File: config.mk
export PLATFORM = sky130hd
export DESIGN_NAME = logic_result_fifo
export DESIGN_NICKNAME = d
export VERILOG_FILES = /design/src/rtl/logic_result_fifo.sv
export SDC_FILE = /design/constraint.sdc
export NUM_CORES = 1
export LEC_CHECK = 0
export CAP_MARGIN = 20
export CORE_MARGIN = 1
export CORE_UTILIZATION = 49
export CTS_CLUSTER_SIZE = 20
export DETAILED_ROUTE_END_ITERATION = 8
export DONT_BUFFER_PORTS = 1
export GPL_TIMING_DRIVEN = 0
export PLACE_DENSITY = 0.6
export SETUP_SLACK_MARGIN = 0.15
export SLEW_MARGIN = 20
export SYNTH_ARGS = -nofsm -noshare
export SYNTH_HDL_FRONTEND = slang
export SYNTH_SLANG_ARGS = --single-unit
File: constraint.sdc
create_clock -name clk -period 4.5 [get_ports clk]
set_input_delay 0.9 -clock clk [delete_from_list [all_inputs] [get_ports clk]]
set_output_delay 0.9 -clock clk [all_outputs]
set_load 0.02 [all_outputs]
File: src/rtl/logic_result_fifo.sv
// Registered result FIFO behind the 32-bit bitwise logic units: captures each result
// together with its zero/negative flags and replays them in order over valid/ready.
module logic_result_fifo #(
    parameter int WIDTH = 32,
    parameter int DEPTH = 4,
    parameter int CW    = 3
) (
    input  logic             clk,
    input  logic             rst_n,
    input  logic [WIDTH-1:0] in_data,
    input  logic             in_valid,
    output logic             in_ready,
    output logic [WIDTH-1:0] out_data,
    output logic             out_zero,
    output logic             out_neg,
    output logic             out_valid,
    input  logic             out_ready,
    output logic [CW-1:0]    count,
    output logic             drop_err
);

    localparam int            AW       = $clog2(DEPTH);
    localparam logic [CW-1:0] FULL_CNT = CW'(DEPTH);

    typedef struct packed {
        logic [WIDTH-1:0] data;
        logic             zero;
        logic             neg;
    } entry_t;

    entry_t        mem_q [DEPTH];
    entry_t        head;
    logic [AW-1:0] wr_ptr_q, wr_ptr_d;
    logic [AW-1:0] rd_ptr_q, rd_ptr_d;
    logic [CW-1:0] count_q, count_d;
    logic          drop_err_q, drop_err_d;
    logic          push, pop;

    // Both handshake outputs come only from count_q, so out_ready never reaches in_ready.
    assign in_ready  = (count_q != FULL_CNT);
    assign out_valid = (count_q != '0);
    assign push      = in_valid && in_ready;
    assign pop       = out_valid && out_ready;

    // NOTE: every signal driven here gets a default first so no latch can be inferred.
    always_comb begin
        wr_ptr_d   = wr_ptr_q;
        rd_ptr_d   = rd_ptr_q;
        count_d    = count_q;
        drop_err_d = drop_err_q | (in_valid & ~in_ready);

        // DEPTH is a power of two, so the pointers wrap simply by overflowing AW bits.
        if (push) wr_ptr_d = wr_ptr_q + AW'(1);
        if (pop)  rd_ptr_d = rd_ptr_q + AW'(1);

        unique case ({push, pop})
            2'b10:   count_d = count_q + CW'(1);
            2'b01:   count_d = count_q - CW'(1);
            default: count_d = count_q;
        endcase
    end

    // NOTE: non-blocking assignments for all state so every register samples pre-edge values.
    always_ff @(posedge clk or negedge rst_n) begin
        if (!rst_n) begin
            wr_ptr_q   <= '0;
            rd_ptr_q   <= '0;
            count_q    <= '0;
            drop_err_q <= 1'b0;
        end else begin
            wr_ptr_q   <= wr_ptr_d;
            rd_ptr_q   <= rd_ptr_d;
            count_q    <= count_d;
            drop_err_q <= drop_err_d;
        end
    end

    // NOTE: storage is deliberately not reset; out_valid gates every read of it.
    always_ff @(posedge clk) begin
        if (push) begin
            mem_q[wr_ptr_q] <= '{data: in_data,
                                 zero: (in_data == '0),
                                 neg:  in_data[WIDTH-1]};
        end
    end

    assign head     = mem_q[rd_ptr_q];
    assign out_data = out_valid ? head.data : '0;
    assign out_zero = out_valid ? head.zero : 1'b0;
    assign out_neg  = out_valid ? head.neg  : 1'b0;
    assign count    = count_q;
    assign drop_err = drop_err_q;

endmodule

==> out/qor.csv, run 1 <==
metric,value,unit
initialDrtViolationCount,122,
p_sw,1489,uW
core-area,0.01094,mm^2
met1_usage,0.2433,
remaining_drc_errors,0,
seq_area_frac_synth,0.7485,
cts.path.max_buffers,2,
sw_frac_of_total,0.3132,
synth_warnings,0,
cts_hold_buf,0,
grt_max_degree,22,
area_growth,15.95,%
relSlewSlack,0.5957,
rsz0062_at_grt,no,
skew,0.008350,ns
netlist_area,0.005563,mm^2
clk_latency,0.41,ns
critPathLaunchType,flip-flop,
cts_tree,done,
avgSynthCellArea,21.23,um^2
die_w,108.6,um
ir_drop,0.0004073,V
cts_sinks,140,
gr-usage-all-layers,0.1817,
drt_wl_total,9.608,mm
post_cts_resized,0,
setup_tns,0,ns
hpwl,6.143,mm
grt_pass1_wl,14.76,mm
dieArea,0.01178,mm^2
worstRegToRegCells,4,
vias,2436,
hold_viol,0,
period_share,0.6917,
pin_count,76,
fmax,321.3,MHz
outcome,completed,
viasPerCell,5.562,
wl_per_cell,21.94,um
clk_pin_slew,0.06,ns
ant_nets,0,
drv_cap,0,
intPower,3266,uW
die_h,108.6,um
grt_overflow_total,0,
antenna_cells,0,
finalPower,4755,uW
use_met2,0.2694,
syn_nets,304,
htreeDepth,4,
gp_congestion,0.6571,
power.density,737.3,mW/mm^2
layout.nets,327,
rows,38,
grt_pass1_vias,2502,
worstMarginPinSlew,0.6065,ns
grt.busiest_layer,met2,
crit_chain,"or3_1, buf_2, clkbuf_1, and2_1",
seqPwrFrac,0.384,
worstSetupPathType,flip-flop to output pin,
port_buffers,0,
cts_buffers,17,
power_leakage,0.002146,uW
crit_path_end_kind,output pin,
drtPass1Iterations,4,
hp-class,input port to asynchronous set/reset pin,
synth_cells,262,
grt_antenna_before_repair,0,
arrival,2.21,ns
cts_setup_buffers,0,
drv_slew,0,
synth-seq-cells,140,
root_buffer,clkbuf_16,
drive_above_1_share,0.2517,
synth.distinct_cells,25,
clkPwrFrac,0.296,
crit_required,3.60,ns
start_util,0.5087,
setup_violations,0,
critical_path.max_stage_delay,0.52,ns
power_frac_comb,0.319,
use_met3,0.07414,
cp_slowest_cell,dfrtp_1,
fin_crit,3.113,ns
path_max_fanout,10,
==> state kept, by name, indices dropped and copies added, names as in the netlist <==
register,cells
count,3
drop_err,1
mem_q,132
rd_ptr_q,2
wr_ptr_q,2
==> cells by family (layout without fill, tap and decap cells) <==
group                      Yosys count  count (layout)  share of synthesized area
buffers and inverters               20              56                    0.02519
adders and majority gates            6               6                    0.01484
DFF                                140             140                     0.7485
AOI/OAI and AO/OA                    1               1                   0.001350
xor gates and xnor gates             6               6                   0.009448
muxes                               35              35                     0.1408
and+or+nand+nor                     54              54                    0.05983
==> synthesized netlist by cell type <==
cell type,number,area share
xor2_1,3,0.0047
edfxtp_1,132,0.71
or3_1,1,0.0011
nor2_1,2,0.0014
fa_1,1,0.0036
buf_12,3,0.011
dfrtp_1,8,0.036
nand3_1,1,0.00090
nor3b_1,1,0.0014
mux4_2,28,0.11
buf_6,1,0.0020
ha_1,5,0.011
inv_1,7,0.0047
a21o_1,1,0.0014
buf_2,4,0.0036
clkbuf_1,4,0.0027
mux4_1,5,0.024
and2_1,38,0.043
mux2_2,1,0.0020
xnor2_1,3,0.0047
nor4_1,8,0.0090
nand4_1,2,0.0022
mux2i_1,1,0.0018
buf_4,1,0.0014
nor2b_1,1,0.0011
==> power by group through the flow <==
stage          clock (uW)  combinational [uW]  sequential, uW
2_1_floorplan           0                1240            1830
3_3_place_gp            0                1480            1860
3_5_place_dp            0                1560            1850
4_1_cts              1430                1560            1830
5_1_grt              1490                1640            1850
6_report             1410                1520            1830
==> cell usage in the layout (no fill, tap or decap), drive strengths merged <==
cell / instances
nor4: 8
nand4: 2
mux2: 1
or3: 1
mux4: 33
buf: 13
clkinvlp: 3
and2: 38
nand3: 1
dfrtp: 8
edfxtp: 132
xor2: 3
clkinv: 8
xnor2: 3
fa: 1
inv: 7
nor2: 2
nor3b: 1
a21o: 1
bufinv: 4
clkbuf: 21
nor2b: 1
ha: 5
mux2i: 1
==> final timing paths <==
kind | endpoint | start | slack [ns]
max in group asynchronous | rd_ptr_q[1] | rst_n | 4.25
setup reg to reg | mem_q[0][21] | count[2] | 2.24
setup / recovery | out_data[25] | count[0] | 1.39
hold reg to reg | wr_ptr_q[1] | wr_ptr_q[1] | 0.57
hold / removal | count[0] | rst_n | 0.18
min in group clk | wr_ptr_q[1] | wr_ptr_q[1] | 0.57
==> final cells by class <==
cell class	count	area (um^2)
buffer	13	113.9
multi-input combinational	102	1264
clock buffer	17	425.4
timing repair buffer	4	102.6
tap	140	175.2
sequential	140	4164
clock inverter	15	178.9
inverter	7	26.28
fill	820	4486
==> through the flow <==
stage / instance area [um^2] / cells / utilization / setup slack (ns) / hold WS (ns)
floorplan: 5563 / 262 / - / 2.023 / 0.5340
global placement: 5738 / 402 / 0.5247 / 1.254 / 0.5613
detailed placement: 5846 / 406 / 0.5346 / 1.765 / 0.5629
CTS: 6450 / 438 / 0.5898 / 1.336 / 0.1615
global route: 6450 / 438 / 0.5898 / 1.260 / 0.1526
finish: 6450 / 438 / 0.5898 / 1.387 / 0.1755
==> worst max-delay path, delay by kind of cell, from the launching register on <==
| family | cells | cell delay, ns |
|---|---|---|
| buf+inv | 2 | 0.75 |
| simple gates | 2 | 0.53 |
| flops | 1 | 0.52 |
==> metal layers <==
metal | up-vias | routed length, um
met1 | 1264 | 4184
li1 | 1097 | -
met2 | 62 | 4728
met3 | 13 | 559
met4 | 0 | 136
met5 | - | 0
Note: power is estimated with default switching activity, not from simulation.
==> inputs of run 2 (changes only) <==
PLACE_DENSITY = 0.62   (was 0.6)
clock period = 2.5 ns   (was 4.5 ns; I/O delays follow)
==> out/qor.csv, run 2 (synthesis gave the netlist of run 1 again) <==
metric,value,unit,change
outcome,completed,,
ant_nets,0,,unchanged
clk_latency,0.41,ns,about the same
design_area,0.006625,mm^2,+2.7%
grt_max_degree,27,,+23%
cts_buffers,17,,unchanged
worst_r2r_startpoint,count[0],,
min-delay-start,in_data[26],,
whs,0.1814,ns,+0.005967 ns
cts_sinks,140,,unchanged
fmax,426.4,MHz,
setup_violations,0,,unchanged
r2r_end,count[2],,
final_common_cell,edfxtp_1,,
port_buffers,0,,unchanged
crit_path_end_kind,output pin,,
cts.path.max_buffers,2,,unchanged
drv_slew,0,,unchanged
area_growth,19.10,%,
pin_count,76,,unchanged
use_met3,0.06148,,-0.01266
gr-usage-all-layers,0.1842,,+0.002555
clk_pin_slew,0.06,ns,about the same
power_leakage,0.002257,uW,+5.1%
grt_overflow_total,0,,unchanged
hpwl,6.164,mm,+0.34%
worstMarginPinSlew,0.4828,ns,-0.1236 ns
rrSetupSlack,0.32,ns,-1.92 ns
fin_crit,2.345,ns,
hold_end,mem_q[3][28],,
largest_register_ffs,132,,unchanged
finalPower,8975,uW,+89%
grt_pass1_vias,2640,,+5.5%
viasPerCell,5.596,,+0.62%
hold_viol,0,,unchanged
die_h,108.6,um,unchanged
start_util,0.5087,,unchanged
grt_pass1_wl,14.89,mm,+0.89%
core-area,0.01094,mm^2,unchanged
drv_cap,0,,unchanged
skew,0.006058,ns,-0.002292 ns
regMostFlops,mem_q,,
cts_tree,done,,
drive_above_1_share,0.3663,,+0.1147
critPathLaunchType,flip-flop,,
initialDrtViolationCount,105,,-14%
hp-class,input port to flip-flop,,
drt_wl_total,9.942,mm,+3.5%
remaining_drc_errors,0,,unchanged
drtPass1Iterations,4,,unchanged
die_w,108.6,um,unchanged
layout.nets,332,,+1.5%
use_met2,0.2839,,+0.01447
gp_congestion,0.6276,,-4.5%
min_path_cells,0,,
rsz0062_at_grt,yes,,
arrival,1.85,ns,-0.36 ns
grt.busiest_layer,met2,,
htreeDepth,4,,unchanged
grt_antenna_before_repair,0,,unchanged
root_buffer,clkbuf_16,,
power.density,1355,mW/mm^2,+84%
relSlewSlack,0.6775,,+0.08176
rows,38,,unchanged
antenna_cells,0,,unchanged
path_max_fanout,10,,unchanged
worstRegToRegCells,9,,+5
fill_cells,794,,-3.2%
worstSetupPathType,flip-flop to output pin,,
wl_per_cell,22.44,um,+2.3%
setup_tns,0,ns,unchanged
post-route-util,0.6058,,+0.01602
dieArea,0.01178,mm^2,unchanged
met1_usage,0.2365,,-0.006768
ir_drop,0.0008434,V,+110%
crit_required,2.00,ns,-1.60 ns
period_share,0.9380,,
placed_area,0.005838,mm^2,-0.13%
vias,2479,,+1.8%
mostFrequentLayoutCells,"edfxtp_1, mux4_2, and2_4, clkbuf_16, and2_1",,
run 2: per-layer routing:
| layer | up-vias | routed length (um) |
|---|---|---|
| li1 | 1108 | - |
| met1 | 1279 | 4108 |
| met2 | 75 | 4997 |
| met3 | 17 | 663 |
| met4 | 0 | 174 |
| met5 | - | 0 |
run 2: how the worst max path moves through the flow:
stage                 from            to  slack [ns]  cells past startpoint
2_1_floorplan     count[2]   mem_q[2][0]        0.27                      3
3_3_place_gp      count[2]   mem_q[1][6]       -0.53                      3
3_5_place_dp      count[0]  out_data[26]        0.21                      4
4_1_cts        rd_ptr_q[0]   out_data[3]        0.11                      4
5_1_grt        rd_ptr_q[0]  out_data[23]        0.07                      4
6_report          count[0]  out_data[14]        0.15                      4
run 2: power by group:
part | leakage, uW | total, uW | switching [uW] | internal, uW
sequential | 0.00130 | 3310 | 187 | 3120
combinational | 0.000676 | 3230 | 1690 | 1540
clock | 0.000280 | 2440 | 884 | 1550
run 2: repair_timing:
item | in CTS | in global routing
pin swaps | 1 | 0
setup endpoints to repair | 31 | 64
setup buffers | 2 | 0
endpoints found under the hold margin | 8 | 0
resized for setup | 42 | 29
cloned | 0 | 2
hold buffers | 1 | 0
run 2: critical path, stage by stage, from the launching register on:
cell      delay (ns)
dfrtp_2         0.48
or3_4           0.41
buf_6           0.16
clkbuf_8        0.17
and2_2          0.22
run 2: layout make-up:
class	count	area (um^2)	area share
timing repair buffer	9	170.2	0.02568
sequential	140	4167	0.6289
inverter	7	26.28	0.003966
buffer	13	170.2	0.02568
clock buffer	19	432.9	0.06534
clock inverter	13	150.1	0.02266
tap	140	175.2	0.02644
multi-input combinational	102	1334	0.2013
run 2: stage by stage:
| stage | cells | worst slack (ns) |
|---|---|---|
| after floorplan | 262 | 0.2718 |
| final | 443 | 0.1549 |
| after detailed placement | 406 | 0.2107 |
| after global routing | 443 | 0.07438 |
| after global placement | 402 | -0.5343 |
| after CTS | 441 | 0.1062 |
